### config.mk
export PLATFORM = sky130hd
export DESIGN_NAME = snake_step_sched
export DESIGN_NICKNAME = d
export VERILOG_FILES = /design/src/rtl/snake_pkg.sv /design/src/rtl/snake_dir_arb.sv /design/src/rtl/snake_step_sched.sv
export SDC_FILE = /design/constraint.sdc
export NUM_CORES = 1
export LEC_CHECK = 0
export CORE_MARGIN = 2
export CORE_UTILIZATION = 30
export CTS_BUF_LIST = sky130_fd_sc_hd__clkbuf_2
export CTS_CLUSTER_DIAMETER = 40
export CTS_CLUSTER_SIZE = 16
export DETAILED_ROUTE_END_ITERATION = 6
export GPL_ROUTABILITY_DRIVEN = 0
export PLACE_DENSITY = 0.57
export RECOVER_POWER = 50
export SYNTH_ARGS = -nofsm -noshare
export SYNTH_HDL_FRONTEND = slang
export SYNTH_SLANG_ARGS = --single-unit
### constraint.sdc
create_clock -name clk -period 3 [get_ports clk]
set_input_delay 0.45 -clock clk [delete_from_list [all_inputs] [get_ports clk]]
set_output_delay 0.45 -clock clk [all_outputs]
set_load 0.005 [all_outputs]
### src/rtl/snake_pkg.sv
// Shared types for the snake step scheduler: game states, heading codes and
// the reversal test used by the direction arbiter.
package snake_pkg;

    typedef enum logic [2:0] {
        ST_IDLE     = 3'd0,
        ST_RUN      = 3'd1,
        ST_WAIT_ACK = 3'd2,
        ST_PAUSE    = 3'd3,
        ST_OVER     = 3'd4
    } state_e;

    localparam logic [1:0] DIR_LEFT  = 2'b00;
    localparam logic [1:0] DIR_DOWN  = 2'b01;
    localparam logic [1:0] DIR_UP    = 2'b10;
    localparam logic [1:0] DIR_RIGHT = 2'b11;

    // Opposite headings are bitwise complements (left/right, down/up).
    function automatic logic is_reverse(input logic [1:0] a, input logic [1:0] b);
        return (a == (b ^ 2'b11));
    endfunction

endpackage

### src/rtl/snake_dir_arb.sv
// Direction arbiter: picks the highest-priority pressed button that is not a
// reversal of the committed heading and keeps it in the pending register.
module snake_dir_arb
    import snake_pkg::*;
(
    input  logic       clk,
    input  logic       clear_n,
    input  logic       i_en,
    input  logic       i_load,
    input  logic [1:0] i_load_dir,
    input  logic [3:0] i_btn,
    input  logic [1:0] i_committed,
    output logic [1:0] o_pending
);

    logic [1:0] r_pending;
    logic [1:0] w_pick;
    logic       w_valid;

    // Button bits [3]=right [0]=left [1]=down [2]=up, tried in that order.
    always_comb begin
        w_valid = 1'b0;
        w_pick  = r_pending;
        if (i_btn[3] && !is_reverse(DIR_RIGHT, i_committed)) begin
            w_valid = 1'b1;
            w_pick  = DIR_RIGHT;
        end else if (i_btn[0] && !is_reverse(DIR_LEFT, i_committed)) begin
            w_valid = 1'b1;
            w_pick  = DIR_LEFT;
        end else if (i_btn[1] && !is_reverse(DIR_DOWN, i_committed)) begin
            w_valid = 1'b1;
            w_pick  = DIR_DOWN;
        end else if (i_btn[2] && !is_reverse(DIR_UP, i_committed)) begin
            w_valid = 1'b1;
            w_pick  = DIR_UP;
        end
    end

    always_ff @(posedge clk or negedge clear_n) begin
        if (!clear_n) begin
            r_pending <= DIR_RIGHT;
        end else if (i_load) begin
            r_pending <= i_load_dir;
        end else if (i_en && w_valid) begin
            r_pending <= w_pick;
        end
    end

    assign o_pending = r_pending;

endmodule

### src/rtl/snake_step_sched.sv
// Game-level step scheduler: paces step requests to the move engine, commits a
// heading per step and runs the IDLE/RUN/PAUSE/OVER flow. SNAKE_SPEEDUP_EN
// enables shortening the step period on every food eaten.
module snake_step_sched
    import snake_pkg::*;
#(
    parameter int TICK_DIV    = 10000000,
    parameter int MIN_DIV     = 2000000,
    parameter int DIV_STEP    = 500000,
    parameter int SCORE_W     = 8,
    parameter int ACK_TIMEOUT = 1024
) (
    input  logic               clk,
    input  logic               clear_n,
    input  logic [3:0]         btn_dir,
    input  logic               btn_start,
    input  logic               btn_pause,
    output logic               step_req,
    output logic [1:0]         step_dir,
    input  logic               step_ack,
    input  logic               hit_wall,
    input  logic               hit_self,
    input  logic               ate_food,
    output logic               engine_init,
    output logic [2:0]         state,
    output logic [SCORE_W-1:0] score,
    output logic               fault
);

    localparam int CNT_W  = $clog2(TICK_DIV + 1);
    localparam int WAIT_W = $clog2(ACK_TIMEOUT + 1);

    localparam logic [CNT_W-1:0]  P_TICK    = CNT_W'(TICK_DIV);
    localparam logic [CNT_W-1:0]  P_MIN     = CNT_W'(MIN_DIV);
    localparam logic [WAIT_W-1:0] WAIT_LAST = WAIT_W'(ACK_TIMEOUT - 1);
`ifdef SNAKE_SPEEDUP_EN
    localparam logic [CNT_W-1:0]  P_STEP    = CNT_W'(DIV_STEP);
`else
    // Zero decrement keeps the period at TICK_DIV for the whole game.
    localparam logic [CNT_W-1:0]  P_STEP    = CNT_W'(DIV_STEP * 0);
`endif

    state_e             r_state, nxt_state;
    logic [CNT_W-1:0]   r_tick, nxt_tick;
    logic [CNT_W-1:0]   r_period, nxt_period;
    logic [WAIT_W-1:0]  r_wait, nxt_wait;
    logic               r_step_req, nxt_req;
    logic [1:0]         r_step_dir, nxt_dir;
    logic               r_init, nxt_init;
    logic [SCORE_W-1:0] r_score, nxt_score;
    logic               r_fault, nxt_fault;
    logic               r_pause_pend, nxt_pause_pend;
    logic               r_start_q, r_pause_q;

    logic               w_start_edge, w_pause_edge;
    logic               w_tick_last, w_restart, w_arb_en;
    logic [1:0]         w_pending;
    logic [CNT_W-1:0]   w_period_eat;

    assign w_start_edge = btn_start & ~r_start_q;
    assign w_pause_edge = btn_pause & ~r_pause_q;
    assign w_tick_last  = (r_tick == (r_period - 1'b1));
    assign w_arb_en     = (r_state == ST_RUN) || (r_state == ST_WAIT_ACK) ||
                          (r_state == ST_PAUSE);

    // Saturating decrement toward the floor, compared one bit wider to avoid wrap.
    assign w_period_eat = ({1'b0, r_period} >= ({1'b0, P_MIN} + {1'b0, P_STEP})) ?
                          (r_period - P_STEP) : P_MIN;

    snake_dir_arb u_dir_arb (
        .clk         (clk),
        .clear_n     (clear_n),
        .i_en        (w_arb_en),
        .i_load      (w_restart),
        .i_load_dir  (DIR_RIGHT),
        .i_btn       (btn_dir),
        .i_committed (r_step_dir),
        .o_pending   (w_pending)
    );

    always_ff @(posedge clk or negedge clear_n) begin
        if (!clear_n) begin
            r_state      <= ST_IDLE;
            r_tick       <= '0;
            r_period     <= P_TICK;
            r_wait       <= '0;
            r_step_req   <= 1'b0;
            r_step_dir   <= DIR_RIGHT;
            r_init       <= 1'b0;
            r_score      <= '0;
            r_fault      <= 1'b0;
            r_pause_pend <= 1'b0;
            r_start_q    <= 1'b0;
            r_pause_q    <= 1'b0;
        end else begin
            r_state      <= nxt_state;
            r_tick       <= nxt_tick;
            r_period     <= nxt_period;
            r_wait       <= nxt_wait;
            r_step_req   <= nxt_req;
            r_step_dir   <= nxt_dir;
            r_init       <= nxt_init;
            r_score      <= nxt_score;
            r_fault      <= nxt_fault;
            r_pause_pend <= nxt_pause_pend;
            r_start_q    <= btn_start;
            r_pause_q    <= btn_pause;
        end
    end

    always_comb begin
        nxt_state      = r_state;
        nxt_tick       = r_tick;
        nxt_period     = r_period;
        nxt_wait       = r_wait;
        nxt_req        = r_step_req;
        nxt_dir        = r_step_dir;
        nxt_init       = 1'b0;
        nxt_score      = r_score;
        nxt_fault      = r_fault;
        nxt_pause_pend = r_pause_pend;
        w_restart      = 1'b0;

        case (r_state)
            ST_IDLE: begin
                if (w_start_edge) w_restart = 1'b1;
            end
            ST_RUN: begin
                if (w_pause_edge) begin
                    nxt_state = ST_PAUSE;
                end else if (w_tick_last) begin
                    nxt_tick       = '0;
                    nxt_dir        = w_pending;
                    nxt_req        = 1'b1;
                    nxt_wait       = '0;
                    nxt_pause_pend = 1'b0;
                    nxt_state      = ST_WAIT_ACK;
                end else begin
                    nxt_tick = r_tick + 1'b1;
                end
            end
            ST_WAIT_ACK: begin
                if (w_pause_edge) nxt_pause_pend = 1'b1;
                if (step_ack) begin
                    nxt_req        = 1'b0;
                    nxt_pause_pend = 1'b0;
                    if (hit_wall || hit_self) begin
                        nxt_state = ST_OVER;
                    end else begin
                        if (ate_food) begin
                            if (r_score != '1) nxt_score = r_score + 1'b1;
                            nxt_period = w_period_eat;
                        end
                        nxt_state = (r_pause_pend || w_pause_edge) ? ST_PAUSE : ST_RUN;
                    end
                end else if (r_wait == WAIT_LAST) begin
                    nxt_fault      = 1'b1;
                    nxt_req        = 1'b0;
                    nxt_pause_pend = 1'b0;
                    nxt_state      = ST_OVER;
                end else begin
                    nxt_wait = r_wait + 1'b1;
                end
            end
            ST_PAUSE: begin
                if (w_start_edge)      w_restart = 1'b1;
                else if (w_pause_edge) nxt_state = ST_RUN;
            end
            ST_OVER: begin
                if (w_start_edge) w_restart = 1'b1;
            end
            default: nxt_state = ST_IDLE;
        endcase

        // A fresh game: engine reinit, counters reloaded, heading back to right.
        if (w_restart) begin
            nxt_state      = ST_RUN;
            nxt_init       = 1'b1;
            nxt_score      = '0;
            nxt_tick       = '0;
            nxt_period     = P_TICK;
            nxt_dir        = DIR_RIGHT;
            nxt_req        = 1'b0;
            nxt_fault      = 1'b0;
            nxt_pause_pend = 1'b0;
        end
    end

    assign step_req    = r_step_req;
    assign step_dir    = r_step_dir;
    assign engine_init = r_init;
    assign state       = r_state;
    assign score       = r_score;
    assign fault       = r_fault;

endmodule
==> summary.txt, run 1 <==
Run status
  • Result of the run: finished with violations
  • Violated checks: capacitance limit

Yosys
  • Register bit count reported by yosys: 58
  • Sequential cell area fraction in the yosys report: between 40% and 50%
  • Synth Cell Area: between 3000 and 4000 um^2
  • Post-Synthesis Net Count: approximately 370
  • Async SR Flop Fraction: 100%
  • Count of warnings emitted by yosys: 0
  • Top_reg_cell synth: dfrtp_1
  • Cell variety after synth: 57
  • Synthesized netlist cell count: between 300 and 400
  • Post-synth EDFFs: 0
  • Mean instance size in the synthesized netlist: between 9 and 10 um^2

Floorplanning
  • Placeable Area: about 11000 um^2
  • Die footprint: roughly 12000 um^2
  • Starting utilization of the core area: 30.4%
  • Overall die height: between 100 and 150 um
  • Placement Rows: 38
  • Boundary pin count: 28
  • Die span in x: 108 um

Layout
  • Signed area change from the synthesized netlist to the final layout: 18.2%
  • Ant diodes: 0
  • Finished Layout Cells: 530
  • Final cell utilization of the core: 35.9%
  • Share of post-route cells with drive strength above 1: a little under an eighth
  • Nets@finish: 400

Global routing
  • Peak-usage layer in the global routing report: met2
  • Routing usage on met2: a little under a quarter
  • Number of antenna violations at the first check in global routing: 0
  • GRT Total Usage: between 10% and 20%
  • Total overflow reported by the global router: 0
  • Maximum number of pins on one net before global-route repair: ~60
  • Met3 demand-to-capacity share in global routing: roughly 2.5%
  • Global-route wire length before repair: approximately 13000 um
  • Vias in the first global route: ~2600
  • Met1 global-route usage: approximately a fifth

Placement
  • Input/output buffers: 27
  • Cell count after placement: between 500 and 600
  • Detailed Place HPWL: 5160 um

STA
  • Achievable clock frequency: 416 MHz
  • Tcrit/Tclk final: between 80% and 90%
  • Setup_tns: 0 ns
  • Unrepaired setup endpoints after global routing: no
  • Max_slew headroom: less than 1%
  • Final-report max-slew violation count: 0
  • Worst hold slack: between 0.4 and 0.5 ns
  • Actual slew at the worst max-slew pin: around 1.5 ns
  • Final min period: around 2.4 ns
  • Setup violators final: 0
  • Final hold violation count: 0
  • Final worst clock skew: approximately 0.024 ns

CTS
  • TritonCTS clock tree: built
  • Clock net sink count: just under 60
  • H-tree levels: 3
  • Maximum clock insertion buffer count: 2
  • Clock tree root buffer cell: clkbuf_2
  • Later-pin clock latency in the skew report: 0.48 ns
  • Total clock buffers created by CTS: 9
  • Clock-pin slew reported for the worst setup and hold paths after clock tree synthesis: 0.19 ns
  • Number of gates given a new drive strength after cts: 0

Drt
  • DRT antenna net count: 0
  • Starting DRT DRC Count: 110
  • Vias: 2745
  • Wire per inst: about 14 um
  • Number of detailed-route iterations in the first pass: 5
  • Drt total wl: between 7000 and 8000 um
  • DRC: 0
  • Ratio of routed vias to standard cells: 5.18

Power and ir drop
  • Internal cell power: around 1.5 mW
  • Power share of the sequential group: around 44%
  • Sw Ratio: between 30% and 40%
  • VDD IR-drop max: 0.000267 V
  • Proportion of power drawn by the clock network: 29.8%
  • Power density over cell area: 586 nW/um^2
  • Leakage power: between 1.5 and 2 nW
  • Switching pwr: 0.785 mW
  • Gate power share: a little over a quarter

Critical path
  • Data required, critical path: around 3.4 ns
  • Endpoint of the most critical register-to-register path: score[7]
  • Critical Path End Type: register
  • Largest fanout on the critical path: 18
  • Number of buffers and inverters on the critical path: 1
  • Kind of cell adding the most delay to the critical path: flip-flops
  • Logic depth of the worst register-to-register path: 6
  • Arrival time of the worst setup path: 2.83 ns
  • Cell Chain, Critical Path: nor2_1 > o21ai_2 > clkbuf_1 > a22oi_2 > nand4_1 > mux2i_1
  • Critical Path Start: state[1]
  • Highest cell delay on the worst timing path: between 0.6 and 0.7 ns
  • Reg2Reg Launch Point: state[1]
  • Logic depth of the worst path, buffers included: 6
  • FF-to-FF setup slack: slightly below 0.6 ns
  • Timing endpoint of the critical path: score[7]
  • Worst-path cell with the longest stage delay: dfrtp_1
  • Kind of critical path: register to register
  • Type of element launching the critical path: register

Flow run
  • Max cap viols: 1

Min path
  • Worst min-delay path category: register to register
## how the worst min path moves through the flow
stage	cells after the start	to	from	slack, ns
5_1_grt	1	r_wait[6]	r_wait[6]	0.53
2_1_floorplan	0	engine_init	clear_n	0.15
3_3_place_gp	1	r_wait[6]	r_wait[6]	0.47
6_report	1	r_wait[6]	r_wait[6]	0.49
4_1_cts	1	r_pause_q	btn_pause	0.41
3_5_place_dp	2	r_tick[19]	clear_n	0.48
## cells in the final DEF, fill, tap and decap left out, types with 6 or more instances in the layout
master	count
nand2_1	27
nand4_1	8
buf_4	7
nor3_1	6
nand3_1	10
inv_1	8
nand2b_1	6
clkbuf_2	11
dfrtp_1	53
nor2b_1	7
xor2_1	14
o211ai_1	9
o21ai_0	18
a31oi_1	9
and3_1	11
xnor2_1	7
clkdlybuf4s50_1	24
a21oi_1	15
o2111ai_1	9
nor2_1	52
## per-stage QoR
| stage | cell area, um^2 | worst slack (ns) | power, mW |
|---|---|---|---|
| floorplan | 3250 | 0.966 | 1.40 |
| global placement | 3700 | 0.528 | 1.60 |
| detailed placement | 3700 | 0.479 | 1.61 |
| CTS | 3870 | 0.662 | 2.29 |
| global route | 3840 | 0.330 | 2.40 |
| finish | 3840 | 0.596 | 2.25 |
## metal layers
layer	up-vias	routed length, um	part of all wire, %
met3	8	211	2.8
met4	0	62	0.81
met1	1340	3640	48
li1	1351	-	-
met2	46	3700	49
met5	-	0	0
## repair_timing
action	4_1_cts	5_1_grt
buffers inserted	0	0
hold endpoints to repair	53	0
hold buffers	1	0
## flip-flops by register name, indices dropped and copies added (netlist names), 2 cells and up
register             count
u_dir_arb.o_pending      2
r_wait                  11
step_dir                 2
score                    8
r_tick                  24
r_period                 2
state                    3
## area by class of cell
| cell class | count | area [um^2] |
|---|---|---|
| fill | 1100 | 6850 |
| multi-input combinational | 270 | 1690 |
| sequential | 58 | 1460 |
| timing repair buffer | 38 | 340 |
| tap | 140 | 175 |
| clock inverter | 6 | 105 |
| clock buffer | 10 | 50.0 |
| inverter | 8 | 30.0 |
## cells in the mapped netlist, types with 8 or more instances
| cell type | number | area [um^2] |
|---|---|---|
| a21oi_1 | 15 | 75.1 |
| o211ai_1 | 9 | 67.6 |
| xor2_1 | 14 | 123 |
| a31oi_1 | 9 | 56.3 |
| nand3_1 | 10 | 50.1 |
| nand2_1 | 27 | 101 |
| dfrtp_1 | 53 | 1330 |
| o2111ai_1 | 9 | 78.8 |
| and3_1 | 11 | 68.8 |
| nor2_1 | 52 | 195 |
| o21ai_0 | 18 | 90.1 |
| nand4_1 | 8 | 50.1 |
## power by group through the flow
stage / Clock (mW) / Combinational, mW / Sequential, mW
after floorplan: 0 / 0.439 / 0.962
after global placement: 0 / 0.589 / 1.01
after detailed placement: 0 / 0.599 / 1.01
after CTS: 0.688 / 0.604 / 0.997
after global routing: 0.723 / 0.661 / 1.02
final: 0.670 / 0.586 / 0.997
## cells by family (layout without fill, tap and decap cells)
| group | Yosys count | in the layout | synth area share (%) |
|---|---|---|---|
| simple gates | 155 | 155 | 24.8 |
| compound gates | 85 | 85 | 18.3 |
| flops | 58 | 58 | 44.8 |
| buf+inv | 22 | 62 | 3.35 |
| xor+xnor | 21 | 21 | 5.65 |
| mux | 6 | 6 | 1.88 |
| fa+ha+maj | 3 | 3 | 1.15 |
(Power assumes the default switching activity.)
==> inputs of run 2 (changes only) <==
Settings changed: PLACE_DENSITY 0.57 to 0.59.
Clock period 3 ns to 2.1 ns, I/O delays scaled along.
==> summary.txt, run 2 (same netlist as run 1, synthesis figures left out) <==
Placement
  • Post-place setup slack: -0.114 ns (-0.593 ns)
  • Placed cell areas: 3880 um^2 (+4.8%)
  • Detailed Place HPWL: 5600 um (+8.6%)
  • Cell count after placement: 535 (+4.3%)
  • Input/output buffers: 27 (unchanged)

CTS
  • Clock net sink count: 58 (unchanged)
  • Maximum clock insertion buffer count: 2 (unchanged)
  • TritonCTS clock tree: built
  • Later-pin clock latency in the skew report: 0.50 ns (+0.02 ns)
  • H-tree levels: 3 (unchanged)
  • Clock-pin slew reported for the worst setup and hold paths after clock tree synthesis: 0.18 ns (about the same)
  • Total clock buffers created by CTS: 9 (unchanged)
  • Clock tree root buffer cell: clkbuf_2

STA
  • Final-report max-slew violation count: 0 (unchanged)
  • Final hold violation count: 0 (unchanged)
  • Actual slew at the worst max-slew pin: 1.48 ns (-0.0187 ns)
  • Unrepaired setup endpoints after global routing: yes
  • Setup_tns: 0 ns (unchanged)
  • Final worst clock skew: 0.0342 ns (+0.0105 ns)
  • Min setup slack post-route: 0.0765 ns (-0.519 ns)
  • Tcrit/Tclk final: 96.4% (+16 points)
  • Achievable clock frequency: 494 MHz (+19%)
  • Max_slew headroom: 1.57% (+1.2 points)
  • Final min period: 2.02 ns (-0.381 ns)
  • Worst hold slack: 0.402 ns (-0.0913 ns)
  • Setup violators final: 0 (unchanged)

Global routing
  • GRT Total Usage: 14.8% (+0.90 points)
  • Number of antenna violations at the first check in global routing: 0 (unchanged)
  • Maximum number of pins on one net before global-route repair: 59 (unchanged)
  • Total overflow reported by the global router: 0 (unchanged)
  • Global-route wire length before repair: 13600 um (+5.2%)
  • Vias in the first global route: 2728 (+5.2%)

Layout
  • Number of flip-flops in the largest register: 24 (unchanged)
  • Signed area change from the synthesized netlist to the final layout: 25.3%
  • Final cell utilization of the core: 38.1% (+2.2 points)
  • Most frequent standard cell in the layout excluding fill and tap cells: dfrtp_1
  • Ant diodes: 0 (unchanged)
  • Finished Layout Cells: 557 (+5.1%)
  • Final standard cell area without fillers: 4080 um^2 (+6.0%)
  • Commonest non-fill, non-tap cells in the layout: dfrtp_1 (52), nor2_1 (51), buf_4 (33)
  • Nets@finish: 427 (+6.8%)
  • Share of post-route cells with drive strength above 1: 19.9% (+8.1 points)
  • Most flop-heavy register: r_tick

Critical path
  • Cell Chain, Critical Path: nor4_1 > o2111ai_1 > buf_4 > nor4b_4 > or2_2 > nor2_1
  • Largest fanout on the critical path: 10 (-8)
  • Worst-path cell with the longest stage delay: dfrtp_2
  • Critical Path End Type: register
  • Type of element launching the critical path: register
  • Arrival time of the worst setup path: 2.40 ns (-0.43 ns)
  • Data required, critical path: 2.48 ns (-0.95 ns)
  • Highest cell delay on the worst timing path: 0.48 ns (-0.16 ns)
  • Kind of cell adding the most delay to the critical path: simple AND/OR/NAND/NOR gates
  • Number of buffers and inverters on the critical path: 1 (unchanged)
  • Kind of critical path: register to register

Drt
  • Starting DRT DRC Count: 160 (+45%)
  • Wire per inst: 14.7 um (+2.5%)
  • Number of detailed-route iterations in the first pass: 4 (-1)
  • Drt total wl: 8210 um (+7.7%)
  • Vias: 2855 (+4.0%)
  • DRC: 0 (unchanged)
  • DRT antenna net count: 0 (unchanged)
  • Ratio of routed vias to standard cells: 5.13 (-1.0%)

Floorplanning
  • Die span in x: 108 um (unchanged)
  • Placement Rows: 38 (unchanged)
  • Die footprint: 11700 um^2 (unchanged)
  • Overall die height: 108 um (unchanged)
  • Placeable Area: 10700 um^2 (unchanged)
  • Boundary pin count: 28 (unchanged)
  • Starting utilization of the core area: 30.4% (unchanged)

Power and ir drop
  • Sw Ratio: 36.3% (+1.5 points)
  • Total power after layout: 3.29 mW (+46%)
  • Gate power share: 32.3% (+6.3 points)
  • Power density over cell area: 807 nW/um^2 (+38%)
  • VDD IR-drop max: 0.000307 V (+15%)
  • Proportion of power drawn by the clock network: 25.0% (-4.8 points)
  • Leakage power: 1.77 nW (+7.7%)
  • Switching pwr: 1.19 mW (+52%)
  • Power share of the sequential group: 42.7% (-1.5 points)
  • Internal cell power: 2.09 mW (+43%)

Flow run
  • Max cap viols: 0 (-1)

Run status
  • Result of the run: finished, final reports clean

Min path
  • Worst min-delay path category: input port to register
run 2: power groups by stage:
stage          sequential, mW  combinational [mW]  clock (mW)
5_1_grt                  1.42                1.18       0.898
3_5_place_dp             1.42                1.04           0
6_report                 1.40                1.06       0.822
2_1_floorplan            1.37               0.627           0
4_1_cts                  1.40                1.05       0.849
3_3_place_gp             1.41                1.02           0
run 2: final timing paths:
path | startpoint | depth (start not counted) | slack [ns] | end
setup / recovery | r_tick[7] | 6 | 0.08 | r_tick[8]
min in group asynchronous | clear_n | 3 | 0.77 | r_wait[3]
setup reg to reg | r_tick[7] | 6 | 0.08 | r_tick[8]
max in group asynchronous | clear_n | 3 | 0.34 | r_tick[7]
hold reg to reg | r_wait[6] | 1 | 0.50 | r_wait[6]
hold / removal | btn_start | 1 | 0.40 | r_start_q
run 2: metal layers:
layer  GRT usage (%)  part of all wire, %
met4            3.11                 0.54
met3            4.34                  3.5
met2            23.1                   48
met5               0                    0
met1            20.5                   48
run 2: layout make-up:
cell class | count | area, um^2
timing repair buffer | 64 | 537
fill | 1094 | 6620
tap | 140 | 175
clock inverter | 6 | 81.3
clock buffer | 10 | 50.0
multi-input combinational | 271 | 1740
sequential | 58 | 1460
inverter | 8 | 30.0
run 2: timing repair:
action | 4_1_cts | 5_1_grt
gates resized for setup | 0 | 11
hold endpoints to repair | 53 | 0
endpoints found under the setup margin | 0 | 35
buffers inserted | 0 | 5
hold buffers | 1 | 0
==> inputs of run 3 (changes only) <==
Settings changed: CTS_BUF_LIST sky130_fd_sc_hd__clkbuf_2 to sky130_fd_sc_hd__clkbuf_4.
==> summary.txt, run 3 (same netlist as run 1, synthesis figures left out) <==
Min path
  • Worst-case hold path end point: r_wait[6]
  • Source of the worst hold timing path: r_wait[6]
  • Worst hold stages: 1 (unchanged)
  • Worst min-delay path category: register to register

Layout
  • Most frequent standard cell in the layout excluding fill and tap cells: dfrtp_1
  • Signed area change from the synthesized netlist to the final layout: 27.2%
  • Sequential cell area: 1460 um^2 (about the same)
  • Ant diodes: 0 (unchanged)
  • Share of post-route cells with drive strength above 1: 20.3% (+0.43 points)
  • Multi-input gate area in the final layout: 1750 um^2 (+0.65%)
  • Final cell utilization of the core: 38.7% (+0.57 points)
  • Nets@finish: 428 (+0.23%)
  • Commonest non-fill, non-tap cells in the layout: dfrtp_1 (53), nor2_1 (51), buf_4 (35)
  • Number of flip-flops in the largest register: 24 (unchanged)
  • Total of fill cells in the finished design: 1093 (-0.091%)
  • Finished Layout Cells: 558 (+0.18%)
  • Most flop-heavy register: r_tick

Global routing
  • Vias in the first global route: 2732 (+0.15%)
  • GRT Total Usage: 14.7% (-0.10 points)
  • Number of antenna violations at the first check in global routing: 0 (unchanged)
  • Maximum number of pins on one net before global-route repair: 59 (unchanged)
  • Global-route wire length before repair: 13500 um (-0.61%)
  • Total overflow reported by the global router: 0 (unchanged)

CTS
  • H-tree levels: 3 (unchanged)
  • TritonCTS clock tree: built
  • Clock net sink count: 58 (unchanged)
  • Maximum clock insertion buffer count: 2 (unchanged)
  • Clock tree root buffer cell: clkbuf_4
  • Total clock buffers created by CTS: 9 (unchanged)
  • Later-pin clock latency in the skew report: 0.41 ns (-0.09 ns)
  • Clock-pin slew reported for the worst setup and hold paths after clock tree synthesis: 0.11 ns (-0.07 ns)

Drt
  • Ratio of routed vias to standard cells: 5.12 (-0.14%)
  • Number of detailed-route iterations in the first pass: 4 (unchanged)
  • Wire per inst: 14.6 um (-0.58%)
  • Drt total wl: 8170 um (-0.40%)
  • Starting DRT DRC Count: 132 (-18%)
  • DRC: 0 (unchanged)
  • DRT antenna net count: 0 (unchanged)
  • Vias: 2856 (+0.035%)

Critical path
  • Reg2Reg Launch Point: r_tick[0]
  • Type of element launching the critical path: register
  • Worst-path cell with the longest stage delay: dfrtp_1
  • FF-to-FF setup slack: 0.1 ns (+0.02 ns)
  • Logic depth of the worst register-to-register path: 8 (+2)
  • Critical Path End Type: register
  • Endpoint of the most critical register-to-register path: r_wait[1]
  • Highest cell delay on the worst timing path: 0.40 ns (-0.08 ns)
  • Kind of critical path: register to register
  • Arrival time of the worst setup path: 2.28 ns (-0.12 ns)
  • Largest fanout on the critical path: 10 (unchanged)
  • Data required, critical path: 2.38 ns (-0.10 ns)
  • Critical Path Start: r_tick[0]
  • Cell Chain, Critical Path: ha_2 > and2_4 > nand4_1 > buf_4 > nor4b_4 > nand2b_4 > buf_12 > o21ai_0

Power and ir drop
  • Proportion of power drawn by the clock network: 26.7% (+1.7 points)
  • Power share of the sequential group: 41.0% (-1.7 points)
  • Switching pwr: 1.19 mW (-0.47%)
  • Sw Ratio: 34.8% (-1.5 points)
  • Power density over cell area: 826 nW/um^2 (+2.4%)
  • VDD IR-drop max: 0.000335 V (+9.1%)
  • Gate power share: 32.3% (about the same)
  • Internal cell power: 2.23 mW (+6.5%)
  • Leakage power: 1.80 nW (+1.5%)
  • Total power after layout: 3.42 mW (+4.0%)

STA
  • Final worst clock skew: 0.0194 ns (-0.0147 ns)
  • Final hold violation count: 0 (unchanged)
  • Final min period: 2.00 ns (-0.0225 ns)
  • Final-report max-slew violation count: 0 (unchanged)
  • Achievable clock frequency: 500 MHz (+1.1%)
  • Actual slew at the worst max-slew pin: 1.47 ns (-0.00378 ns)
  • Tcrit/Tclk final: 95.3% (-1.1 points)
  • Setup violators final: 0 (unchanged)
  • Max_slew headroom: 1.82% (+0.25 points)

Floorplanning
  • Placement Rows: 38 (unchanged)
  • Die footprint: 11700 um^2 (unchanged)
  • Overall die height: 108 um (unchanged)
  • Starting utilization of the core area: 30.4% (unchanged)
  • Placeable Area: 10700 um^2 (unchanged)
  • Die span in x: 108 um (unchanged)
  • Boundary pin count: 28 (unchanged)

Placement
  • Detailed Place HPWL: 5600 um (unchanged)
  • Cell count after placement: 535 (unchanged)
  • Input/output buffers: 27 (unchanged)

Flow run
  • Max cap viols: 0 (unchanged)

Run status
  • Result of the run: finished, final reports clean
==> run 3: changes by cell type in the layout (fill, tap and decap cells not counted), sizes merged <==
cell           delta
dlygate4sd3       +1
clkbuf            -2
clkdlybuf4s50     -1
buf               +3
==> run 3: worst max path at each step <==
| stage | to | slack (ns) | cells after the start |
|---|---|---|---|
| floorplan | r_pause_pend | 0.07 | 6 |
| global placement | r_wait[8] | 0.01 | 7 |
| detailed placement | r_tick[18] | -0.11 | 6 |
| CTS | r_tick[18] | 0.05 | 7 |
| global route | step_dir[0] | -0.01 | 8 |
| finish | r_wait[1] | 0.1 | 8 |
==> run 3: through the flow <==
stage / hold WS (ns) / instance area, um^2 / setup TNS [ns] / setup WS, ns
5_1_grt: 0.517 / 4140 / -0.0161 / -0.00956
2_1_floorplan: 0.0194 / 3250 / 0 / 0.0663
3_3_place_gp: 0.354 / 3880 / 0 / 0.0114
4_1_cts: 0.370 / 4050 / 0 / 0.0541
6_report: 0.496 / 4140 / 0 / 0.0990
3_5_place_dp: 0.353 / 3880 / -3.12 / -0.114
==> run 3: timing repair <==
| action | CTS | global route |
|---|---|---|
| resized for setup | 0 | 12 |
| hold buffers | 1 | 0 |
| setup buffers | 0 | 5 |
| hold endpoints to repair | 53 | 0 |
| endpoints found under the setup margin | 0 | 36 |
==> run 3: routing by layer <==
metal	vias up	track usage (%)	share of wire (%)
met3	7	3.25	2.8
met5	-	0	0
met1	1387	20.4	48
met2	43	23.0	48
met4	0	4.49	0.87
li1	1419	-	-
==> run 3: power by group through the flow <==
stage / Sequential (mW) / Clock [mW] / Combinational [mW]
finish: 1.40 / 0.913 / 1.10
global route: 1.42 / 0.985 / 1.22
CTS: 1.40 / 0.945 / 1.05
detailed placement: 1.42 / 0 / 1.04
global placement: 1.41 / 0 / 1.02
floorplan: 1.37 / 0 / 0.627
==> run 3: area by class of cell <==
cell class / count / area share (%)
timing repair buffer: 65 / 13.6
clock buffer: 10 / 1.81
clock inverter: 6 / 1.97
inverter: 8 / 0.726
sequential: 58 / 35.2
tap: 140 / 4.23
multi-input combinational: 271 / 42.4
==> run 3: worst max-delay path: cells and delay by family (launching register included) <==
kind / cells / cell delay [ns]
AOI/OAI and AO/OA: 1 / 0.07
adders and majority gates: 1 / 0.22
buffers and inverters: 2 / 0.29
DFF: 1 / 0.40
and+or+nand+nor: 4 / 0.88
